--- src/rtl/mcse_scan_guard.sv ---
// Key-authenticated scan access controller: per-chain unlock, failed-attempt
// lockout, and scrambled or zero data on locked chains.
module mcse_scan_guard #(
    parameter int unsigned N_CHAINS       = 4,
    parameter int unsigned KEY_WIDTH      = 64,
    parameter int unsigned MAX_ATTEMPTS   = 3,
    parameter int unsigned LOCKOUT_CYCLES = 1024,
    parameter int unsigned GARBAGE_MODE   = 1,
    parameter logic [15:0] LFSR_SEED      = 16'hACE1,
    localparam int unsigned AW            = $clog2(MAX_ATTEMPTS + 1)
) (
    input  logic                          clk,
    input  logic                          rst_n,
    input  logic                          scan_enable,
    input  logic                          lc_scan_allowed,
    input  logic [KEY_WIDTH-1:0]          key_in,
    input  logic                          key_valid,
    input  logic [3:0]                    chain_sel,
    input  logic [N_CHAINS*KEY_WIDTH-1:0] ref_keys,
    input  logic [N_CHAINS-1:0]           scan_in,
    output logic [N_CHAINS-1:0]           scan_out,
    output logic [N_CHAINS-1:0]           unlock_status,
    output logic                          key_ack,
    output logic                          key_err,
    output logic                          locked_out,
    output logic [AW-1:0]                 attempt_cnt
);

    localparam int unsigned LW = $clog2(LOCKOUT_CYCLES + 1);

    typedef enum logic [1:0] {READY, CHECK, LOCKOUT} state_t;

    state_t                state, state_d;
    logic [KEY_WIDTH-1:0]  key_q, key_d;
    logic [3:0]            sel_q, sel_d;
    logic [N_CHAINS-1:0]   unlock_d;
    logic                  ack_d, err_d, locked_d;
    logic [AW-1:0]         attempt_d, attempt_inc;
    logic [LW-1:0]         lock_cnt, lock_cnt_d;
    logic [15:0]           lfsr;
    logic                  se_q;
    logic                  relock;
    logic                  key_match;
    logic [N_CHAINS-1:0]   sel_mask;
    logic [N_CHAINS-1:0]   garbage;
    logic [N_CHAINS-1:0]   scan_out_d;

    // Out-of-range chain_sel yields an empty mask and therefore no match.
    always_comb begin
        key_match = 1'b0;
        sel_mask  = '0;
        for (int unsigned i = 0; i < N_CHAINS; i++) begin
            if (sel_q == 4'(i)) begin
                sel_mask[i] = 1'b1;
                if (key_q == ref_keys[i*KEY_WIDTH +: KEY_WIDTH]) key_match = 1'b1;
            end
        end
    end

    assign relock      = (se_q & ~scan_enable) | ~lc_scan_allowed;
    assign attempt_inc = attempt_cnt + AW'(1);

    always_comb begin
        state_d    = state;
        key_d      = key_q;
        sel_d      = sel_q;
        unlock_d   = unlock_status;
        ack_d      = 1'b0;
        err_d      = 1'b0;
        locked_d   = locked_out;
        attempt_d  = attempt_cnt;
        lock_cnt_d = lock_cnt;
        case (state)
            READY: begin
                if (key_valid) begin
                    key_d   = key_in;
                    sel_d   = chain_sel;
                    state_d = CHECK;
                end
            end
            CHECK: begin
                ack_d   = 1'b1;
                state_d = READY;
                if (!lc_scan_allowed) begin
                    err_d = 1'b1;
                end else if (key_match) begin
                    attempt_d = '0;
                    unlock_d  = unlock_status | sel_mask;
                end else begin
                    err_d     = 1'b1;
                    attempt_d = attempt_inc;
                    if (attempt_inc == AW'(MAX_ATTEMPTS)) begin
                        state_d    = LOCKOUT;
                        locked_d   = 1'b1;
                        unlock_d   = '0;
                        lock_cnt_d = LW'(LOCKOUT_CYCLES - 1);
                    end
                end
            end
            LOCKOUT: begin
                if (lock_cnt == '0) begin
                    state_d   = READY;
                    locked_d  = 1'b0;
                    attempt_d = '0;
                end else begin
                    lock_cnt_d = lock_cnt - LW'(1);
                end
            end
            default: state_d = READY;
        endcase
        // Relock overrides any unlock granted in the same cycle.
        if (relock) unlock_d = '0;
    end

    always_ff @(posedge clk or negedge rst_n) begin
        if (!rst_n) begin
            state         <= READY;
            key_q         <= '0;
            sel_q         <= '0;
            unlock_status <= '0;
            key_ack       <= 1'b0;
            key_err       <= 1'b0;
            locked_out    <= 1'b0;
            attempt_cnt   <= '0;
            lock_cnt      <= '0;
        end else begin
            state         <= state_d;
            key_q         <= key_d;
            sel_q         <= sel_d;
            unlock_status <= unlock_d;
            key_ack       <= ack_d;
            key_err       <= err_d;
            locked_out    <= locked_d;
            attempt_cnt   <= attempt_d;
            lock_cnt      <= lock_cnt_d;
        end
    end

    always_comb begin
        garbage = '0;
        for (int unsigned i = 0; i < N_CHAINS; i++) begin
            garbage[i] = (GARBAGE_MODE != 0) ? lfsr[i % 16] : 1'b0;
        end
        scan_out_d = scan_enable ? ((scan_in & unlock_status) | (garbage & ~unlock_status)) : '0;
    end

    // Fibonacci LFSR, taps 16,14,13,11, shifting toward bit 0.
    always_ff @(posedge clk or negedge rst_n) begin
        if (!rst_n) begin
            lfsr     <= LFSR_SEED;
            se_q     <= 1'b0;
            scan_out <= '0;
        end else begin
            se_q     <= scan_enable;
            scan_out <= scan_out_d;
            if (scan_enable) lfsr <= {lfsr[0] ^ lfsr[2] ^ lfsr[3] ^ lfsr[5], lfsr[15:1]};
        end
    end

endmodule

--- config.mk ---
export PLATFORM = sky130hd
export DESIGN_NAME = mcse_scan_guard
export DESIGN_NICKNAME = d
export VERILOG_FILES = /design/src/rtl/mcse_scan_guard.sv
export SDC_FILE = /design/constraint.sdc
export NUM_CORES = 1
export LEC_CHECK = 0
export ABC_CLOCK_PERIOD_IN_PS = 2500
export BUFFER_PORTS_ARGS = -buffer_cell sky130_fd_sc_hd__buf_2
export CAP_MARGIN = 20
export CORE_MARGIN = 5
export CORE_UTILIZATION = 48
export DETAILED_ROUTE_END_ITERATION = 16
export PLACE_DENSITY_LB_ADDON = 0.08
export SYNTH_ARGS = -nofsm -noshare
export SYNTH_HDL_FRONTEND = slang
export SYNTH_SLANG_ARGS = --single-unit
--- constraint.sdc ---
create_clock -name clk -period 2.5 [get_ports clk]
set_input_delay 0.625 -clock clk [delete_from_list [all_inputs] [get_ports clk]]
set_output_delay 0.625 -clock clk [all_outputs]
set_load 0.01 [all_outputs]
==> results.yml <==
global_route:
  antenna_found_initial: 4
  grt_max_degree: 112
  grt_pass1_wl_microns: 41000
  grt_overflow_total: 0
  grt_pass1_vias: 6898
  track_usage_pct: 31.0
power_and_ir_drop:
  ir_worst_vdd_v: 0.000526
  total_power_mw: 9.99
  p_per_area_nw_per_um2: 992
  cellLeakagePower_nw: 4.37
synthesis:
  synth-edff-count: 0
  yosysSeqAreaShare_pct: 37.6
  ys_warn_count: 0
  yosysTopAreaCell: "dfrtp_1"
  ys.flop_type: "dfrtp_1"
  synth_area_sq_um: 7410
  synth-seq-cells: 111
  async_reset_ff_share_pct: 100
  synth.area.top_cells: "dfrtp_1, xnor2_1, mux2_2"
  netlist_top_cells_count: "xnor2_1, dfrtp_1, mux2_2"
  synth_nets: 1044
  synthCells: 709
  synth.distinct_cells: 43
  synth_top_area_share_pct: 34.8
  synth_area_per_cell_sq_um: 10.4
  yosysMostFrequentCell: "xnor2_1"
drt:
  vias: 6591
  routedWlPerCell_microns: 22.9
  vias_per_cell: 5.30
  antenna_left: 0
  wirelength_microns: 28500
  drtPass1Iterations: 5
  post-route-drc-count: 0
  drtIter0Drc: 387
flow_run:
  drv_cap: 0
cts:
  htree_levels: 3
  cts-root-buf: "clkbuf_16"
  numCtsBuffers: 9
  cts_tree: "yes"
  cts.clk_slew.worst_paths_ps: 80
  cts.sinks: 111
  clk_latency_ps: 360
  clockBufferDepth: 2
cells_and_area:
  nets: 1383
  stdcell_count: 1243
  drive_gt1_share_pct: 51.9
  post-route-util_pct: 66.5
  area_delta_synth_final_pct: 36.0
  nFillCells: 1288
setup_path:
  startpoint_type: "flop"
  cp-startpoint: "key_q[20]"
  critPathRequiredTime_ps: 2780
  endpoint_kind: "flop"
  worstReg2RegStart: "key_q[20]"
  criticalPathCategory: "flop to flop"
  cp.arrival_ps: 2700
  critical_path.max_fanout: 5
sta:
  slew_viol_final: 0
  period_needed_ps: 2410
  slew_headroom_pct: 55.8
  fin_tns_setup_ps: 0
  max_freq_mhz: 415
  clock-skew-final_ps: 11.5
  worst_slew_pin_slew_ps: 657
  hold_viol_final: 0
  finalSetupViolCount: 0
  fin_crit_sh_pct: 96.5
floorplan:
  core_sq_um: 15100
  die_width_microns: 134
  ios: 346
  die_area_sq_um: 18000
  std_cell_rows: 45
  start_util_pct: 48.9
  die_y_microns: 134
placement:
  dp_hpwl_microns: 23900
  portBuffers: 345
  place_inst: 1214
  place_congestion: 0.930
min_path:
  hold_class: "input pin to async pin"
run_status:
  status: "completed"
## through the flow
| step | hold slack (ps) | worst slack [ps] | instance area [sq um] |
|---|---|---|---|
| after global routing | 400 | -37.1 | 10100 |
| after CTS | 377 | 12.9 | 9850 |
| after global placement | 481 | -325 | 9480 |
| final | 326 | 88.6 | 10100 |
| after floorplan | 329 | 359 | 7410 |
| after detailed placement | 485 | -371 | 9480 |
## layer usage
layer  share of wire (%)  track usage, %  wire length, microns
met4                 3.1            10.7                   888
met3                 8.6            9.53                  2450
met2                  48            51.5                 13800
met5               0.095               0                    27
met1                  40            38.4                 11300
## placed cells by master, fill, tap and decap left out, drive strengths merged, types with 3 or more instances in the layout
cell    instances
dfstp           8
dfrtp         103
buf           401
nor2b           3
nand4          52
xnor2         203
nor4           26
nand2b          3
nand3          15
mux2           83
nor3            6
inv             7
o22ai           4
a21boi          3
clkbuf         11
mux2i           4
nor2            9
nand2          19
xor2           63
## worst paths after layout
check,to,slack (ps),cells past startpoint
hold reg to reg,lfsr[15],500,2
max in group asynchronous,key_q[14],1660,2
setup / recovery,unlock_status[0],90,10
setup reg to reg,unlock_status[0],90,10
min in group clk,key_q[32],490,2
hold / removal,key_q[57],330,2
## layout make-up
class | count | area, sq um | share of cell area, %
clock buffers | 11 | 253 | 2.51
repair buffers | 401 | 2210 | 21.9
diodes | 2 | 5.00 | 0.0497
flip-flops and latches | 111 | 2810 | 27.9
well taps | 188 | 235 | 2.34
clock inverters | 5 | 78.8 | 0.783
inverters | 6 | 22.5 | 0.224
multi-input cells | 519 | 4460 | 44.3
## flip-flops by register name, indices dropped and copies added, names as in the netlist
| name | count |
|---|---|
| key_q | 64 |
| lfsr | 16 |
| lock_cnt | 11 |
| scan_out | 4 |
| sel_q | 4 |
| unlock_status | 4 |
| attempt_cnt | 2 |
| state | 2 |
| key_ack | 1 |
| key_err | 1 |
| locked_out | 1 |
| se_q | 1 |
## critical path, cell delays in order, from the launching register on
cell and delay, ps:
dfrtp_2 470, buf_4 160, xnor2_1 260, nand4_1 200, nor4_4 220, buf_4 150
nand3_1 50, o22a_1 230, buf_4 150, a31o_2 280, o22ai_1 150
## repair_timing
item / CTS / global route
pin swaps: 1 / 13
hold buffers: 0 / 0
setup endpoints to repair: 19 / 17
resized for setup: 6 / 32
gates cloned: 0 / 0
hold endpoints to repair: 0 / 0
buffers inserted: 0 / 12
## logic make-up after synthesis
group | share of synthesized area, %
xor+xnor | 31.5
mux | 13.2
fa+ha+maj | 0.338
flops | 37.6
buf+inv | 4.07
compound gates | 1.60
simple gates | 11.7
## power by group
part | total, mW | internal [mW] | switching [mW]
clock network | 1.62 | 0.935 | 0.687
logic | 4.45 | 2.56 | 1.89
registers | 3.92 | 2.58 | 1.34
Note: power is estimated with default switching activity, not from simulation.
